===== src/rtl/decode_execute_reg.sv =====
// Decode-to-execute pipeline register.
// Captures one decoded instruction per cycle under a valid/ready handshake,
// inserts a one-cycle bubble on load-use hazards, honours a redirect flush,
// and keeps saturating bubble/stall counters.
module decode_execute_reg #(
  parameter int DWIDTH = 32,
  parameter int AWIDTH = 32,
  parameter int CWIDTH = 32
) (
  input  logic              clk,
  input  logic              rst_n,
  input  logic              id_valid_i,
  output logic              id_ready_o,
  input  logic [AWIDTH-1:0] id_pc_i,
  input  logic [DWIDTH-1:0] id_insn_i,
  input  logic [6:0]        id_opcode_i,
  input  logic [2:0]        id_funct3_i,
  input  logic [4:0]        id_rs1_i,
  input  logic [4:0]        id_rs2_i,
  input  logic [4:0]        id_rd_i,
  input  logic [DWIDTH-1:0] id_rs1_data_i,
  input  logic [DWIDTH-1:0] id_rs2_data_i,
  input  logic [DWIDTH-1:0] id_imm_i,
  input  logic [12:0]       id_ctrl_i,
  input  logic              flush_i,
  input  logic              ex_ready_i,
  output logic              ex_valid_o,
  output logic [AWIDTH-1:0] ex_pc_o,
  output logic [DWIDTH-1:0] ex_insn_o,
  output logic [2:0]        ex_funct3_o,
  output logic [4:0]        ex_rs1_o,
  output logic [4:0]        ex_rs2_o,
  output logic [4:0]        ex_rd_o,
  output logic [DWIDTH-1:0] ex_rs1_data_o,
  output logic [DWIDTH-1:0] ex_rs2_data_o,
  output logic [DWIDTH-1:0] ex_imm_o,
  output logic [12:0]       ex_ctrl_o,
  output logic [CWIDTH-1:0] bubble_cnt_o,
  output logic [CWIDTH-1:0] stall_cnt_o
);

  localparam logic [6:0] OP_RTYPE  = 7'b0110011;
  localparam logic [6:0] OP_ITYPE  = 7'b0010011;
  localparam logic [6:0] OP_LOAD   = 7'b0000011;
  localparam logic [6:0] OP_STORE  = 7'b0100011;
  localparam logic [6:0] OP_BRANCH = 7'b1100011;
  localparam logic [6:0] OP_JALR   = 7'b1100111;

  // Control bit position of memren inside the packed control word
  localparam int CTRL_MEMREN = 7;

  localparam logic [DWIDTH-1:0] NOP_INSN = DWIDTH'(32'h0000_0013);
  localparam logic [CWIDTH-1:0] CNT_ONE  = CWIDTH'(1);

  logic              ex_valid_q;
  logic [AWIDTH-1:0] pc_q;
  logic [DWIDTH-1:0] insn_q;
  logic [2:0]        funct3_q;
  logic [4:0]        rs1_q;
  logic [4:0]        rs2_q;
  logic [4:0]        rd_q;
  logic [DWIDTH-1:0] rs1_data_q;
  logic [DWIDTH-1:0] rs2_data_q;
  logic [DWIDTH-1:0] imm_q;
  logic [12:0]       ctrl_q;
  logic [CWIDTH-1:0] bubble_q;
  logic [CWIDTH-1:0] stall_q;

  logic advance;
  logic uses_rs1;
  logic uses_rs2;
  logic load_use;

  // Handshake and load-use hazard detection against the held instruction
  always_comb begin
    advance  = !ex_valid_q || ex_ready_i;
    uses_rs1 = 1'b0;
    uses_rs2 = 1'b0;
    case (id_opcode_i)
      OP_RTYPE, OP_STORE, OP_BRANCH: begin
        uses_rs1 = 1'b1;
        uses_rs2 = 1'b1;
      end
      OP_ITYPE, OP_LOAD, OP_JALR: uses_rs1 = 1'b1;
      default: ;
    endcase
    load_use = ex_valid_q && ctrl_q[CTRL_MEMREN] && (rd_q != 5'd0) && id_valid_i &&
               ((uses_rs1 && (id_rs1_i == rd_q)) || (uses_rs2 && (id_rs2_i == rd_q)));
  end

  assign id_ready_o = flush_i || (advance && !load_use);

  // Valid bit and payload: flush > stall > bubble > capture > drain
  always_ff @(posedge clk or negedge rst_n) begin
    if (!rst_n) begin
      ex_valid_q <= 1'b0;
      pc_q       <= '0;
      insn_q     <= NOP_INSN;
      funct3_q   <= '0;
      rs1_q      <= '0;
      rs2_q      <= '0;
      rd_q       <= '0;
      rs1_data_q <= '0;
      rs2_data_q <= '0;
      imm_q      <= '0;
      ctrl_q     <= '0;
    end else if (flush_i) begin
      ex_valid_q <= 1'b0;
    end else if (!advance) begin
      ex_valid_q <= ex_valid_q;
    end else if (load_use) begin
      ex_valid_q <= 1'b0;
    end else if (id_valid_i) begin
      ex_valid_q <= 1'b1;
      pc_q       <= id_pc_i;
      insn_q     <= id_insn_i;
      funct3_q   <= id_funct3_i;
      rs1_q      <= id_rs1_i;
      rs2_q      <= id_rs2_i;
      rd_q       <= id_rd_i;
      rs1_data_q <= id_rs1_data_i;
      rs2_data_q <= id_rs2_data_i;
      imm_q      <= id_imm_i;
      ctrl_q     <= id_ctrl_i;
    end else begin
      ex_valid_q <= 1'b0;
    end
  end

  // Saturating counters; stall counts every held-valid/not-ready cycle,
  // bubbles count only when the hazard actually wins priority
  always_ff @(posedge clk or negedge rst_n) begin
    if (!rst_n) begin
      bubble_q <= '0;
      stall_q  <= '0;
    end else begin
      if (!advance && (stall_q != '1)) begin
        stall_q <= stall_q + CNT_ONE;
      end
      if (!flush_i && advance && load_use && (bubble_q != '1)) begin
        bubble_q <= bubble_q + CNT_ONE;
      end
    end
  end

  assign ex_valid_o    = ex_valid_q;
  assign ex_pc_o       = pc_q;
  assign ex_insn_o     = insn_q;
  assign ex_funct3_o   = funct3_q;
  assign ex_rs1_o      = rs1_q;
  assign ex_rs2_o      = rs2_q;
  assign ex_rd_o       = rd_q;
  assign ex_rs1_data_o = rs1_data_q;
  assign ex_rs2_data_o = rs2_data_q;
  assign ex_imm_o      = imm_q;
  assign ex_ctrl_o     = ex_valid_q ? ctrl_q : 13'b0;
  assign bubble_cnt_o  = bubble_q;
  assign stall_cnt_o   = stall_q;

endmodule


===== config.mk =====
export PLATFORM = sky130hd
export DESIGN_NAME = decode_execute_reg
export DESIGN_NICKNAME = d
export VERILOG_FILES = /design/src/rtl/decode_execute_reg.sv
export SDC_FILE = /design/constraint.sdc
export NUM_CORES = 1
export LEC_CHECK = 0
export CORE_AREA = 2 2 181 183
export DETAILED_ROUTE_END_ITERATION = 7
export DIE_AREA = 0 0 183 185
export PLACE_DENSITY_LB_ADDON = 0.1
export SETUP_SLACK_MARGIN = 0.5
export SLEW_MARGIN = 40
export SYNTH_ARGS = -nofsm -noshare
export SYNTH_HDL_FRONTEND = slang
export SYNTH_SLANG_ARGS = --single-unit

===== constraint.sdc =====
create_clock -name clk -period 3.02 [get_ports clk]
set_clock_uncertainty 0.2 [all_clocks]
set_input_delay 0.604 -clock clk [delete_from_list [all_inputs] [get_ports clk]]
set_output_delay 0.604 -clock clk [all_outputs]
set_load 0.05 [all_outputs]

Word-level counts from Yosys, hierarchy flattened
Index checks and enable logic that the tools add are counted.
- ROM bits: 0
- bits in registers: 256
- latch bits: 0
- memories: 0
- memory bits (writable): 0
- input port bits: 203
- add/sub/neg operators: 2
- equality and inequality tests: 10
- multipliers: 0
- shift-type cells: 0
- div/mod/pow operators: 0
- mux-type cells: 7
- reduce and logical (&&, ||, !) cells: 23
- order comparisons: 0
- bitwise operators: 2
- operators with widths (operator ; number):
    32-bit by 1-bit adder with 32-bit output (second input constant) ; 2
    32-bit != test (second input constant) ; 2
    7-bit by 6-bit == test with 1-bit output (second input constant) ; 2
    7-bit == test (second input constant) ; 2
    13-bit two-way mux ; 1
    1-bit logical AND ; 11
    5-bit == test ; 2
    7-bit by 2-bit == test with 1-bit output (second input constant) ; 1
    7-bit by 5-bit == test with 1-bit output (second input constant) ; 1
    1-bit two-way mux ; 6
    6-bit OR reduction ; 1
    5-bit nonzero test ; 1
    1-bit logical NOT ; 4
    4-bit AND reduction ; 1
    1-bit logical OR ; 3
    3-bit OR reduction ; 1
    1-bit inverter ; 2
    2-bit nonzero test ; 1

Longest topological paths before layout
- depth after elaboration: 9
- gate-level depth with buffers: 9

Worst setup path after synthesis
No wires, ideal clock.
- path type: reg2reg
- start: register ex_valid_q, in the netlist ex_valid_o
- end: register bubble_q[4], in the netlist bubble_cnt_o[4]
- path slack: 379 ps
- arrival: 2299 ps
- stages on the path, launching flop included: 7
- library setup time: 142 ps
- required time: 2678 ps
- cell sequence: dfrtp_1 -> and2_1 -> o2111ai_2 -> a211oi_2 -> buf_6 -> nand4_1 -> xnor2_1
- cells in the longest elaborated chain, start to end: 6
- ends and longest elaborated chain (what ; RTL line ; text):
    start: declaration ; 55 ; logic ex_valid_q;
    start signal: assignment ; 110 ; ex_valid_q <= ex_valid_q;
    1-bit logical AND (4 in a row) ; 87 ; load_use = ex_valid_q && ctrl_q[CTRL_MEMREN] && (rd_q != 5'd0) && id_valid_i &&
    1-bit logical AND * (2 in a row) ; 140 ; if (!flush_i && advance && load_use && (bubble_q != '1)) begin
    end signal: assignment ; 141 ; bubble_q <= bubble_q + CNT_ONE;
    end: declaration ; 66 ; logic [CWIDTH-1:0] bubble_q;
Mark *: on every way between the ends. The rest lies on a longest branch, timed or not.
A chain may end at the register's enable or synchronous reset.

Worst setup path after layout
- start: input id_rs1_i[4]
- end: output id_ready_o
- cells in the longest elaborated chain, start to end: 7
- ends and longest elaborated chain (what ; RTL line ; text):
    start: declaration ; 18 ; input logic [4:0] id_rs1_i,
    5-bit == test ; 88 ; ((uses_rs1 && (id_rs1_i == rd_q)) || (uses_rs2 && (id_rs2_i == rd_q)));
    1-bit logical AND ; 88 ;
    1-bit logical OR ; 88 ;
    1-bit logical AND ; 87 ;
    1-bit logical NOT ; 91 ; assign id_ready_o = flush_i || (advance && !load_use);
    1-bit logical AND ; 91 ;
    1-bit logical OR ; 91 ;
    end: declaration ; 13 ; output logic id_ready_o,
Every way passes these cells.

==> metrics.md <==
| Metric | Value |
|---|---|
| Max Fclk | `~350 MHz` |
| Cell Area, Synth | `around 10000 um^2` |
| Synth Area in Compound Gates | `0.791%` |
| Pwr/cell area | `673 nW/um^2` |
| Final WL | `~33 mm` |
| CTS Root Cell | `clkbuf_16` |
| Num CTS Buffers | `30` |
| Global Route Usage Sum | `18.4%` |
| Row count | `66` |
| Flops & latches, synth | `256` |
| Crit start category | `input port` |
| Detailed Routing Iterations Pass 1 | `4` |
| Syn Inst Count | `709` |
| Met1 GRT Util | `21.7%` |
| Die height | `185 um` |
| Dpl cell area | `15800 um^2` |
| Skew-Pair Late Insertion Delay | `approximately 0.55 ns` |
| Largest family of logic cells by synthesized area | `multiplexers` |
| Tcrit/Tclk final | `95.4%` |
| Final worst setup slack | `0.139 ns` |
| Final std cells w/o fill | `1663` |
| CP max stage cell | `clkdlybuf4s50_1` |
| Least-Margin Pin Slew | `roughly 0.63 ns` |
| TritonCTS clock tree | `built` |
| M2 GR Usage | `31.8%` |
| DIE WIDTH | `183 um` |
| CP top delay family | `buffers and inverters` |
| H-tree depth | `1` |
| XOR/XNOR Fraction of Synth Area | `5.87%` |
| Largest net degree at the start of global routing | `69` |
| Worst setup path start | `id_rs1_i[4]` |
| I/O Buffers | `459` |
| WP buf/inv | `2` |
| CP peak stage delay | `0.51 ns` |
| RD Place Congestion | `0.777` |
| Cells after DPL | `1588` |
| CTS Sinks | `256` |
| Netlist cell types | `44` |
| Min Tclk post-route | `2.88 ns` |
| Maximum clock path buffer count | `3` |
| Register area share after synthesis | `around 61%` |
| Critical path class | `in -> out` |
| Final HPWL DP | `approximately 25 mm` |
| Worst hold margin | `0.185 ns` |
| Data required, critical path | `2.22 ns` |
| Starting density of the core | `32.6%` |
| I/O pins | `460` |
| Max VDD drop | `491 uV` |
| Final antenna-violating net count | `0` |
| Vias after detailed routing | `7641` |
| Critical path peak fanout | `2` |
| Maxcap violations | `0` |
| Worst-path clk slew | `0.06 ns` |
| Pre-CTS WS | `-0.0947 ns` |
| Max-slew headroom | `57.4%` |
| # nets final | `1434` |
| First-pass GRT wire length | `48.1 mm` |
| Share of cells above drive strength 1 | `approximately 23%` |
| Warning count from the yosys run | `0` |
| Slew Limit Fails | `0` |
| Outcome | `complete, no violations` |
| CP Capture Type | `output port` |
| Vias in the first global route | `around 8000` |
| RSZ-0062 raised after global routing | `yes` |
| Simple-Gate Fraction of Synth Area | `a little over 8%` |
| Endpoints failing setup | `0` |
| Final instance area | `17100 um^2` |
| DR WL/cell | `just under 20 um` |
| Post-Synthesis Net Count | `a little over 900` |
| Cell Chain, Critical Path | `clkdlybuf4s50_1 -> xnor2_1 -> nand3_1 -> o22ai_2 -> o2111ai_2 -> a21o_1 -> buf_6` |
| Hold_sp | `id_rs2_i[2]` |
| Worst r2r src | `ex_rd_o[2]$_DFFE_PN0P_` |
| Lkg Pwr | `7.21 nW` |
| Most crowded layer after global routing | `met2` |
| Arrival time worst endpoint | `~2.1 ns` |
| Worst hold path type | `in -> reg` |
| Initial antenna violation count | `5` |
| Starting DRC count in detailed routing | `about 240` |
| Setup TNS | `0 ns` |
| Post-synthesis adder-cell area fraction | `0.240%` |
| Final Hold Vio Count | `0` |
| Core region area | `32000 um^2` |
| GRT met3 Usage | `6.23%` |
| DRC | `0` |
| Area Growth Syn to Fin | `64.0%` |
| Gr ovfl total | `0` |
| Die area | `33900 um^2` |
| Post-DR vias/cell | `4.59` |
| Syn_area_per_cell | `approximately 15 um^2` |
| Post-synthesis mux area share | `20.9%` |
## registers in the layout (all words and copies together) (netlist names)
signal / cells
ex_valid_o: 1
ex_funct3_o: 3
ex_rs1_o: 5
ex_rs1_data_o: 32
stall_cnt_o: 32
ex_insn_o: 32
ctrl_q: 13
ex_rd_o: 5
ex_imm_o: 32
bubble_cnt_o: 32
ex_rs2_o: 5
ex_rs2_data_o: 32
ex_pc_o: 32
## cell usage after synthesis (all sizes together)
library cell	number	area [um^2]
dfrtp	253	6330
mux2	194	2180
xnor2	61	534
nand4	27	175
nand2	26	97.6
buf	24	274
nand3	23	115
and3	17	116
and2	16	103
nor2	14	55.1
xor2	9	78.8
nor3	7	35.0
and4	4	35.0
a31oi	3	18.8
clkbuf	3	11.3
dfstp	3	78.8
or3	3	18.8
ha	2	25.0
o21ai	2	10.0
a211oi	1	12.5
a21o	1	7.51
a21oi	1	5.00
and2b	1	7.51
and3b	1	8.76
and4b	1	10.0
inv	1	3.75
nand2b	1	6.26
nand4b	1	8.76
nor2b	1	6.26
nor3b	1	12.5
nor4	1	6.26
o2111ai	1	15.0
o211ai	1	7.51
o22ai	1	6.26
or2b	1	7.51
or4	1	7.51
or4b	1	10.0
## stage by stage
step	power [mW]	utilization, %
4_1_cts	11.7	52.5
6_report	11.5	53.5
5_1_grt	12.0	53.5
2_1_floorplan	6.42	-
3_5_place_dp	7.98	49.4
3_3_place_gp	7.96	49.4
## placed cells by master (no fill, tap or decap), types with 3 or more instances in the layout
cell,synthesis,routed
nor3_1,7,7
and2_1,15,14
mux2_4,0,11
clkbuf_16,0,38
and4_1,4,4
clkbuf_8,0,7
mux2_1,47,47
nand4_1,26,26
diode_2,0,4
dfstp_2,3,3
nand3_1,23,23
and3_1,12,12
buf_12,0,17
a31oi_1,3,3
mux2_2,147,136
dfrtp_1,253,246
nor2_1,13,13
and3_2,4,4
clkbuf_1,3,11
dlygate4sd2_1,0,23
clkdlybuf4s50_1,0,420
xnor2_1,61,58
buf_6,23,7
buf_2,0,7
dfrtp_2,0,6
xnor2_2,0,3
buf_4,0,27
or3_1,3,3
xor2_1,9,9
nand2_1,26,25
## final cells by class
type                       instances  area (um^2)
antenna                            4         10.0
clock buffer                      49          913
clock inverter                     5         77.6
fill                            2828        14900
inverter                           1         3.75
multi-input combinational        425         3840
sequential                       256         6420
tap                              408          510
timing repair buffer             515         5360
## routing by layer
metal / share of wire, % / vias up / wire length, um
li1: - / 3568 / -
met1: 39 / 3743 / 12900
met2: 49 / 276 / 16100
met3: 8.6 / 54 / 2810
met4: 2.9 / 0 / 965
met5: 0 / - / 0
## path summary, 6_finish.rpt
kind	to	slack, ns	cells after the start
worst max-delay path	id_ready_o	0.14	7
worst min-delay path	ex_rs2_o[2]$_DFFE_PN0P_	0.19	2
worst max register to register	ex_rs1_data_o[6]$_DFFE_PN0P_	0.39	9
worst min register to register	ex_rs1_o[0]$_DFFE_PN0P_	0.28	1
max in group asynchronous	ex_rs1_data_o[21]$_DFFE_PN0P_	1.39	3
min in group asynchronous	bubble_cnt_o[12]$_DFFE_PN0P_	0.41	2
## timing repair
| item | CTS | global route |
|---|---|---|
| gates resized for setup | 65 | 15 |
| gates cloned | 0 | 9 |
| hold buffers | 1 | 0 |
| pin swaps | 5 | 5 |
| hold endpoints to repair | 61 | 0 |
| setup buffers | 4 | 3 |
| endpoints found under the setup margin | 435 | 454 |
## power breakdown
| group | switching, mW | total (mW) | leakage (nW) | internal [mW] |
|---|---|---|---|---|
| clock network | 1.39 | 3.61 | 0.482 | 2.21 |
| logic | 2.28 | 3.73 | 3.59 | 1.45 |
| registers | 0.270 | 4.18 | 3.13 | 3.91 |
## logic make-up (layout without fill, tap and decap cells)
logic type,after synthesis,after routing
AO/OA/AOI/OAI,11,11
other,0,4
AND/OR/NAND/NOR,148,148
buffers and inverters,28,570
adder cells (fa/ha/maj),2,2
XOR/XNOR,70,70
multiplexers,194,194
flip-flops,256,256
Power figures use the tool's default switching activity.
